==> src/rtl/ram_4096_pkg.sv <==
// rtl/ram_4096_pkg.sv - shared widths, requester index and read-tag types for the 4096-word RAM arbiter
package ram_4096_pkg;

    localparam int DATA_WIDTH_DEF = 64;
    localparam int ADDR_WIDTH_DEF = 12;
    localparam int NUM_REQ        = 2;

    typedef logic req_idx_t;

    typedef struct packed {
        logic     valid;
        req_idx_t idx;
    } rd_tag_t;

    localparam rd_tag_t RD_TAG_IDLE = '{valid: 1'b0, idx: 1'b0};

    function automatic logic [NUM_REQ-1:0] idx_onehot(input req_idx_t idx);
        return idx ? 2'b10 : 2'b01;
    endfunction

endpackage

==> src/rtl/ram_4096_arbiter_if.sv <==
// rtl/ram_4096_arbiter_if.sv - requester-side bus of the RAM arbiter (two write and two read requesters)
interface ram_4096_arbiter_if #(
    parameter int DATA_WIDTH = 64,
    parameter int ADDR_WIDTH = 12
);

    logic [1:0]                 wr_req;
    logic [1:0][ADDR_WIDTH-1:0] wr_addr;
    logic [1:0][DATA_WIDTH-1:0] wr_data;
    logic [1:0]                 wr_gnt;

    logic [1:0]                 rd_req;
    logic [1:0][ADDR_WIDTH-1:0] rd_addr;
    logic [1:0]                 rd_gnt;
    logic [1:0]                 rd_valid;
    logic [DATA_WIDTH-1:0]      rd_data;

    modport master (
        output wr_req, wr_addr, wr_data,
        input  wr_gnt,
        output rd_req, rd_addr,
        input  rd_gnt, rd_valid, rd_data
    );

    modport slave (
        input  wr_req, wr_addr, wr_data,
        output wr_gnt,
        input  rd_req, rd_addr,
        output rd_gnt, rd_valid, rd_data
    );

endinterface

==> src/rtl/rr_arb2.sv <==
// rtl/rr_arb2.sv - two-way round-robin arbiter; hold suppresses the grant and freezes priority
module rr_arb2
    import ram_4096_pkg::*;
(
    input  logic       clk,
    input  logic       resetn,
    input  logic [1:0] req,
    input  logic       hold,
    output logic       win_valid,
    output req_idx_t   win_idx,
    output logic [1:0] gnt
);

    req_idx_t prio;

    // The winner is exposed ungated so the caller can inspect it before deciding to hold.
    always_comb begin
        win_valid = |req;
        win_idx   = req[prio] ? prio : ~prio;
        gnt       = 2'b00;
        if (resetn && win_valid && !hold) begin
            gnt = idx_onehot(win_idx);
        end
    end

    always_ff @(posedge clk or negedge resetn) begin
        if (!resetn) begin
            prio <= 1'b0;
        end else if (|gnt) begin
            prio <= ~win_idx;
        end
    end

endmodule

==> src/rtl/ram_4096_arbiter.sv <==
// rtl/ram_4096_arbiter.sv - shares one single-port-per-direction RAM between two writers and two readers
module ram_4096_arbiter
    import ram_4096_pkg::*;
#(
    parameter int DATA_WIDTH = DATA_WIDTH_DEF,
    parameter int ADDR_WIDTH = ADDR_WIDTH_DEF
)
(
    input  logic                  clk,
    input  logic                  resetn,
    ram_4096_arbiter_if.slave     bus,
    output logic                  ram_write,
    output logic                  ram_read,
    output logic [ADDR_WIDTH-1:0] ram_wr_address,
    output logic [ADDR_WIDTH-1:0] ram_rd_address,
    output logic [DATA_WIDTH-1:0] ram_data_in,
    input  logic [DATA_WIDTH-1:0] ram_data_out
);

    logic       wr_win_valid;
    req_idx_t   wr_win_idx;
    logic [1:0] wr_gnt;
    logic       rd_win_valid;
    req_idx_t   rd_win_idx;
    logic [1:0] rd_gnt;
    logic       addr_clash;
    rd_tag_t    tag_s1;
    rd_tag_t    tag_s2;

    rr_arb2 u_wr_arb (
        .clk       (clk),
        .resetn    (resetn),
        .req       (bus.wr_req),
        .hold      (1'b0),
        .win_valid (wr_win_valid),
        .win_idx   (wr_win_idx),
        .gnt       (wr_gnt)
    );

    // A read racing a same-cycle write to the same word waits a cycle so it sees the new data.
    always_comb begin
        addr_clash = 1'b0;
        if (wr_win_valid && rd_win_valid &&
            (bus.wr_addr[wr_win_idx] == bus.rd_addr[rd_win_idx])) begin
            addr_clash = 1'b1;
        end
    end

    rr_arb2 u_rd_arb (
        .clk       (clk),
        .resetn    (resetn),
        .req       (bus.rd_req),
        .hold      (addr_clash),
        .win_valid (rd_win_valid),
        .win_idx   (rd_win_idx),
        .gnt       (rd_gnt)
    );

    assign bus.wr_gnt = wr_gnt;
    assign bus.rd_gnt = rd_gnt;

    always_ff @(posedge clk or negedge resetn) begin
        if (!resetn) begin
            ram_write      <= 1'b0;
            ram_wr_address <= '0;
            ram_data_in    <= '0;
        end else begin
            ram_write <= |wr_gnt;
            if (|wr_gnt) begin
                ram_wr_address <= bus.wr_addr[wr_win_idx];
                ram_data_in    <= bus.wr_data[wr_win_idx];
            end
        end
    end

    // Two tag stages line up with the RAM strobe cycle and the RAM output cycle.
    always_ff @(posedge clk or negedge resetn) begin
        if (!resetn) begin
            ram_read       <= 1'b0;
            ram_rd_address <= '0;
            tag_s1         <= RD_TAG_IDLE;
            tag_s2         <= RD_TAG_IDLE;
        end else begin
            ram_read   <= |rd_gnt;
            tag_s1.valid <= |rd_gnt;
            tag_s1.idx   <= rd_win_idx;
            tag_s2     <= tag_s1;
            if (|rd_gnt) begin
                ram_rd_address <= bus.rd_addr[rd_win_idx];
            end
        end
    end

    always_comb begin
        bus.rd_valid = 2'b00;
        bus.rd_data  = '0;
        if (tag_s2.valid) begin
            bus.rd_valid = idx_onehot(tag_s2.idx);
            bus.rd_data  = ram_data_out;
        end
    end

endmodule

==> src/flat_wrapper.sv <==
// flat-port wrapper written by rule: the top's interface ports become plain ports
module ram_4096_arbiter_flat import ram_4096_pkg::*;
#(
    parameter int DATA_WIDTH = DATA_WIDTH_DEF,
    parameter int ADDR_WIDTH = ADDR_WIDTH_DEF
)
  (clk, resetn, ram_write, ram_read, ram_wr_address, ram_rd_address, ram_data_in, ram_data_out, bus_wr_req, bus_wr_addr, bus_wr_data, bus_wr_gnt, bus_rd_req, bus_rd_addr, bus_rd_gnt, bus_rd_valid, bus_rd_data);
  ram_4096_arbiter_if #(.DATA_WIDTH(DATA_WIDTH), .ADDR_WIDTH(ADDR_WIDTH)) bus_i ();
  input  logic clk;
  input  logic resetn;
  output logic ram_write;
  output logic ram_read;
  output logic [ADDR_WIDTH-1:0] ram_wr_address;
  output logic [ADDR_WIDTH-1:0] ram_rd_address;
  output logic [DATA_WIDTH-1:0] ram_data_in;
  input  logic [DATA_WIDTH-1:0] ram_data_out;
  input wire logic [$bits(bus_i.wr_req)-1:0] bus_wr_req;
  input wire logic [$bits(bus_i.wr_addr)-1:0] bus_wr_addr;
  input wire logic [$bits(bus_i.wr_data)-1:0] bus_wr_data;
  output wire logic [$bits(bus_i.wr_gnt)-1:0] bus_wr_gnt;
  input wire logic [$bits(bus_i.rd_req)-1:0] bus_rd_req;
  input wire logic [$bits(bus_i.rd_addr)-1:0] bus_rd_addr;
  output wire logic [$bits(bus_i.rd_gnt)-1:0] bus_rd_gnt;
  output wire logic [$bits(bus_i.rd_valid)-1:0] bus_rd_valid;
  output wire logic [$bits(bus_i.rd_data)-1:0] bus_rd_data;
  assign bus_i.wr_req = bus_wr_req;
  assign bus_i.wr_addr = bus_wr_addr;
  assign bus_i.wr_data = bus_wr_data;
  assign bus_wr_gnt = bus_i.wr_gnt;
  assign bus_i.rd_req = bus_rd_req;
  assign bus_i.rd_addr = bus_rd_addr;
  assign bus_rd_gnt = bus_i.rd_gnt;
  assign bus_rd_valid = bus_i.rd_valid;
  assign bus_rd_data = bus_i.rd_data;
  ram_4096_arbiter #(.DATA_WIDTH(DATA_WIDTH), .ADDR_WIDTH(ADDR_WIDTH)) u_core (.clk(clk), .resetn(resetn), .bus(bus_i), .ram_write(ram_write), .ram_read(ram_read), .ram_wr_address(ram_wr_address), .ram_rd_address(ram_rd_address), .ram_data_in(ram_data_in), .ram_data_out(ram_data_out));
endmodule
==> config.mk <==
export PLATFORM = sky130hd
export DESIGN_NAME = ram_4096_arbiter_flat
export DESIGN_NICKNAME = d
export VERILOG_FILES = /design/src/rtl/ram_4096_pkg.sv /design/src/rtl/ram_4096_arbiter_if.sv /design/src/rtl/rr_arb2.sv /design/src/rtl/ram_4096_arbiter.sv /design/src/flat_wrapper.sv
export SDC_FILE = /design/constraint.sdc
export NUM_CORES = 1
export LEC_CHECK = 0
export CAP_MARGIN = 20
export CORE_AREA = 2 2 158 160
export DETAILED_ROUTE_END_ITERATION = 12
export DIE_AREA = 0 0 160 162
export PLACE_DENSITY = 0.56
export REMOVE_ABC_BUFFERS = 1
export SYNTH_ARGS = -nofsm -noshare
export SYNTH_HDL_FRONTEND = slang
export SYNTH_SLANG_ARGS = --single-unit
==> constraint.sdc <==
create_clock -name clk -period 2.73 [get_ports clk]
set_clock_uncertainty 0.1 [all_clocks]
set_input_delay 0.273 -clock clk [delete_from_list [all_inputs] [get_ports clk]]
set_output_delay 0.273 -clock clk [all_outputs]
set_load 0.03 [all_outputs]
# ---- Yosys cells after proc, flatten, opt, wreduce, memory -nomap -nowiden
# Cells that the tools add are included.
dict set report op_classes {
  magnitude_cmp 4
  n_eq_ne 1
  mux 20
  n_bitwise 4
  reduce_logical 10
}
# op n
set op_table {}
lappend op_table {{64-bit two-way mux} 3}
lappend op_table {{12-bit two-way mux} 4}
lappend op_table {{12-bit == test} 1}
lappend op_table {{2-bit two-way mux} 6}
lappend op_table {{1-bit by 2-bit less-than comparator with 1-bit output (second input constant)} 4}
lappend op_table {{2-bit OR reduction} 4}
lappend op_table {{1-bit two-way mux} 7}
lappend op_table {{1-bit logical AND} 5}
lappend op_table {{1-bit NOT} 4}
lappend op_table {{1-bit logical NOT} 1}
dict set report word_totals {
  register_bits 95
  out_inout_bits 160
  wordCells 49
}

# ---- Depth between registers and ports, before layout
dict set report depth {
  ltp_word 12
  mapped_depth 10
}

# ---- By module
# Synthesis repeated with hierarchy kept, for this count alone.
dict set report hier_totals {
  cells_unflattened 502
  area_unflattened_um2 4927.2
}
# module n_inst cells_each area_each_um2
set modules_own_cells {}
lappend modules_own_cells {ram_4096_arbiter 1 480 4754.6}
lappend modules_own_cells {rr_arb2 2 11 86.3}

# ---- Worst setup path before layout
# Ideal clock, no wire load.
dict set report synth_path {
  path_kind {register to output}
  startpoint {register u_core.u_rd_arb.prio}
  endpoint {output port bus_rd_gnt[0]}
  arrival_time_ns 2.367
  required_ns 2.357
  setup_slack_ns -0.010
  stages_incl_launch_ff 9
  n_path_buf 1
  cell_sequence {dfrtp_1 nor2b_4 a21oi_4 buf_6 mux2i_1 xnor2_1 o22ai_1 a41oi_4 nor2b_1}
}
dict set report synth_via {
  elab_chain_cells 11
}
# element line_no
set synth_rtl {}
lappend synth_rtl {{from (decl)} rr_arb2.sv:14} ;# req_idx_t prio;
lappend synth_rtl {{from (signal assigned)} rr_arb2.sv:30} ;# prio <= ~win_idx;
lappend synth_rtl {{1-bit two-way mux (not written as such) (2 in a row)} rr_arb2.sv:19} ;# win_idx = req[prio] ? prio : ~prio;
lappend synth_rtl {{1-bit two-way mux *} rr_arb2.sv:19}
lappend synth_rtl {{named net u_core.rd_win_idx} ram_4096_arbiter.sv:24} ;# req_idx_t rd_win_idx;
lappend synth_rtl {{12-bit two-way mux (not written as such) (2 in a row)} ram_4096_arbiter.sv:44} ;# (bus.wr_addr[wr_win_idx] == bus.rd_addr[rd_win_idx])) begin
lappend synth_rtl {{12-bit == test} ram_4096_arbiter.sv:44}
lappend synth_rtl {{1-bit logical AND} ram_4096_arbiter.sv:43} ;# if (wr_win_valid && rd_win_valid &&
lappend synth_rtl {{1-bit two-way mux} ram_4096_arbiter.sv:43}
lappend synth_rtl {{1-bit logical NOT} rr_arb2.sv:21} ;# if (resetn && win_valid && !hold) begin
lappend synth_rtl {{1-bit logical AND} rr_arb2.sv:21}
lappend synth_rtl {{2-bit two-way mux *} rr_arb2.sv:21}
lappend synth_rtl {{to (decl)} flat_wrapper.sv:23} ;# output wire logic [$bits(bus_i.rd_gnt)-1:0] bus_rd_gnt;
# Mark *: on every way through the listed nets, which the timed path passes. The rest lies on a longest branch. The select of a mux whose other input is x is not followed.

# ---- Final worst setup path
dict set report layout_path {
  startpoint {register u_core.u_wr_arb.prio}
  endpoint {output port bus_rd_gnt[0]}
}
dict set report layout_via {
  elab_chain_cells 11
}
# element line_no
set layout_rtl {}
lappend layout_rtl {{from (decl)} rr_arb2.sv:14}
lappend layout_rtl {{from (signal assigned)} rr_arb2.sv:30}
lappend layout_rtl {{1-bit two-way mux (not written as such) (2 in a row)} rr_arb2.sv:19}
lappend layout_rtl {{1-bit two-way mux *} rr_arb2.sv:19}
lappend layout_rtl {{12-bit two-way mux (not written as such) * (2 in a row)} ram_4096_arbiter.sv:44}
lappend layout_rtl {{12-bit == test *} ram_4096_arbiter.sv:44}
lappend layout_rtl {{1-bit logical AND *} ram_4096_arbiter.sv:43}
lappend layout_rtl {{1-bit two-way mux *} ram_4096_arbiter.sv:43}
lappend layout_rtl {{1-bit logical NOT *} rr_arb2.sv:21}
lappend layout_rtl {{1-bit logical AND *} rr_arb2.sv:21}
lappend layout_rtl {{2-bit two-way mux *} rr_arb2.sv:21}
# Mark *: on every way between the ends. The rest lies on a longest branch, timed or not. The select of a mux whose other input is x is not followed.

==> impl_results.md <==
- Status: finished, violations left
- Failing checks: setup timing
- Worst path cell trace: nand2b_4, and2_4, buf_12, mux2i_4, xnor2_1, and4_4, a41oi_4, nor2b_4, buf_6
- CTS tree: built
- Hold Violations, Final: 0
- DR WL met3: approximately 1.4 mm
- Starting density of the core: 0.2036
- Worst VDD drop: 0.0003177 V
- Pre-CTS setup slack: -0.1574 ns
- GP Congestion: around 0.83
- Fraction of layout cells with a size suffix above 1: 0.08316
- Largest buffer count on any clock path: 2
- Total clock buffers created by CTS: 9
- Remaining global-route overflow: 0
- Worst hold path class: reg -> reg
- Placeable Area: about 24,000 µm²
- Width of the chip: 160 µm
- Number of standard cells after synthesis: 569
- Max-cap check violation count: 0
- CTS clock-pin slew for the worst setup and hold paths: 0.07 ns
- Category of the critical setup timing path: reg -> out
- Yosys warning total: 0
- Pre-Repair DR Iteration Count: 4
- Setup crit end kind: output port
- WL per Instance: 17.98 µm
- Post-synth top area cell: sky130_fd_sc_hd__dfrtp_1
- Register bit total from synthesis: between 90 and 100
- DRC errors left: 0
- Wire length after detailed routing: 23.56 mm
- Later-pin clock latency in the skew report: 0.34 ns
- Buf+Inv Stages, Crit Path: 2
- Count of buffers inserted at the top-level ports: around 400
- H-tree level count: 3
- Lkg Pwr: 4.098 nW
- Cell with the largest stage delay on the worst path: sky130_fd_sc_hd__dfrtp_1
- M1 WL: 10.97 mm
- Final setup margin: -0.05630 ns
- Maximum number of pins on one net before global-route repair: 67
- Sort of element at the start of the critical path: flip-flop
- EDFF count, synth: 0
- Portion of the post-synthesis area used by sequential elements: 0.4843
- Die ar.: 25,920 µm²
- List of most frequent post-synthesis cells: sky130_fd_sc_hd__nand2_1, sky130_fd_sc_hd__dfrtp_1, sky130_fd_sc_hd__nor2_1
- Post-Route Hold Slack: 0.2736 ns
- Met2 WL: between 10 and 15 mm
- Prevailing post-synth register cell: sky130_fd_sc_hd__dfrtp_1
- Fin crit period: 2.786 ns
- Synth unique cells: 26
- Setup TNS: -0.1078 ns
- Top-area cell type share of the netlist area: 0.4843
- Net count, final: 1,228
- Total routing usage reported by global routing: 0.1751
- Maximum net fanout on the critical path: 6
- Maximum operating frequency: 0.3589 GHz
- Family of cells with the greatest summed delay on the critical path: simple AND/OR/NAND/NOR gates
- Wire length of the first global-routing pass: 34.20 mm
- Portion of the clock cycle consumed by the worst path in the final layout: 1.021
- Area growth, synth to finish: 102.9%
- # diodes: 0
- Ranking of synthesized cells by area: sky130_fd_sc_hd__dfrtp_1, sky130_fd_sc_hd__nand2_1, sky130_fd_sc_hd__and2_1
- Vias post-DR: 5,429
- CTS Root Buffer Type: sky130_fd_sc_hd__clkbuf_16
- Reg2reg setup slack: around 0.25 ns
- Die span in y: 162 µm
- Boundary pin count: 406
- Least-Margin Pin Slew: approximately 0.54 ns
- Biggest cell delay along the critical path: 0.42 ns
- Final ANT Viol Nets: 0
- Share of async-settable or async-resettable flops after synthesis: 1.000
- Overall power of the completed layout: 6.087 mW
- Cell with the most instances after synthesis: sky130_fd_sc_hd__nand2_1
- Power Dens Cells: approximately 610 nW/µm²
- RSZ-0062 raised after global routing: true
- Initial antenna violation count: 0
- Relative slew margins: 0.6378
- Cell area after synthesis: 4908 µm²
- Avg Synthesized Cell Area: 8.626 µm²
- Highest metal layer used by the detailed router: met4
- Critical path required time: 2.36 ns
- Via count of the first global-routing pass: 5,462
- Detail-routed via count per cell: between 4 and 5
- HPWL after DPL: 18.65 mm
- Number of rows in the core area: 57
- Number of setup violations in the final report: 2
- Number of design-rule violations left by the first detailed-router iteration: approximately 280
- Utilization after layout: 0.4131
- Clock sink count: 95
- Slew Limit Fails: 0
- CP Data Arrival Time: 2.41 ns
[logic make-up (layout without fill, tap and decap cells)]
logic type | count (synthesis) | after routing | share of synthesized area
AOI/OAI and AO/OA | 81 | 81 | 0.1063
xor gates and xnor gates | 13 | 13 | 0.02320
buffers and inverters | 55 | 471 | 0.04894
DFF | 95 | 95 | 0.4843
muxes | 36 | 36 | 0.07418
and+or+nand+nor | 289 | 290 | 0.2631
[path summary, 6_finish.rpt]
check,depth (start not counted),end,start
setup / recovery,9,bus_rd_gnt[0],u_core.u_wr_arb.prio$_DFFE_PN0P_
hold / removal,0,u_core.tag_s2[0]$_DFF_PN0_,u_core.tag_s1[0]$_DFF_PN0_
setup reg to reg,9,u_core.ram_rd_address[9]$_DFFE_PN0P_,u_core.u_wr_arb.prio$_DFFE_PN0P_
hold reg to reg,0,u_core.tag_s2[0]$_DFF_PN0_,u_core.tag_s1[0]$_DFF_PN0_
max in group asynchronous,4,u_core.ram_wr_address[1]$_DFFE_PN0P_,resetn
min in group asynchronous,3,u_core.ram_data_in[51]$_DFFE_PN0P_,resetn
[cell usage in the layout (no fill, tap or decap), types with 2 or more instances in the layout]
master                            instances
sky130_fd_sc_hd__xnor2_1                 10
sky130_fd_sc_hd__mux2i_4                  5
sky130_fd_sc_hd__dfrtp_1                 95
sky130_fd_sc_hd__and2_1                  65
sky130_fd_sc_hd__buf_4                   33
sky130_fd_sc_hd__o21ai_0                 12
sky130_fd_sc_hd__buf_6                    2
sky130_fd_sc_hd__xor2_1                   2
sky130_fd_sc_hd__nor2b_4                  2
sky130_fd_sc_hd__clkinv_2                 3
sky130_fd_sc_hd__inv_1                   13
sky130_fd_sc_hd__clkbuf_8                 2
sky130_fd_sc_hd__nand2_1                144
sky130_fd_sc_hd__a31oi_1                 65
sky130_fd_sc_hd__and2_4                   2
sky130_fd_sc_hd__clkdlybuf4s50_1        401
sky130_fd_sc_hd__buf_12                   5
sky130_fd_sc_hd__nor2_1                  69
sky130_fd_sc_hd__clkbuf_16                9
sky130_fd_sc_hd__mux2i_1                 25
sky130_fd_sc_hd__nand2b_4                 2
sky130_fd_sc_hd__mux2i_2                  6
[timing repair]
action                                 in CTS  in global routing
pin swaps                                   5                  0
setup endpoints to repair                   2                  2
hold buffers                                1                  0
resized for setup                          18                  6
gates cloned                                1                  0
endpoints found under the hold margin      34                  0
setup buffers                               3                  0
[flip-flops by register name, summed over array words and instances (netlist names), 2 cells and up]
| signal | cells |
|---|---|
| u_core.tag_s2 | 2 |
| u_core.ram_rd_address | 12 |
| u_core.ram_wr_address | 12 |
| u_core.ram_data_in | 64 |
[through the flow]
stage,std cells,instance area [µm²]
after floorplan,528,4721
after global placement,1290,9479
after detailed placement,1290,9479
after CTS,1310,9927
after global routing,1310,9957
final,1310,9957
[cell type report]
cell class	count	area [µm²]
tap	324	405.4
fill	2500	14150
inverter	14	55.05
timing repair buffer	442	4394
sequential	95	2377
multi-input combinational	420	2427
clock buffer	11	252.7
clock inverter	4	45.04
[worst register-to-register path: stages, from the launching register on]
cell	delay, ns
sky130_fd_sc_hd__dfrtp_1	0.42
sky130_fd_sc_hd__nand2b_4	0.17
sky130_fd_sc_hd__and2_4	0.27
sky130_fd_sc_hd__buf_12	0.16
sky130_fd_sc_hd__mux2i_4	0.24
sky130_fd_sc_hd__xnor2_1	0.10
sky130_fd_sc_hd__and4_4	0.20
sky130_fd_sc_hd__a41oi_4	0.16
sky130_fd_sc_hd__buf_4	0.33
sky130_fd_sc_hd__mux2i_1	0.24
[power breakdown]
part / switching, mW / internal [mW] / leakage, nW
registers: 0.177 / 1.69 / 1.09
logic: 1.56 / 1.35 / 2.86
clock network: 0.561 / 0.752 / 0.151
[per-layer routing]
| metal | vias to the layer above | global-route usage |
|---|---|---|
| met3 | 19 | 0.04290 |
| met1 | 2555 | 0.2384 |
| met4 | 0 | 0.04054 |
| met2 | 172 | 0.2816 |
| met5 | - | 0 |
| li1 | 2683 | - |
(Power assumes the default switching activity.)
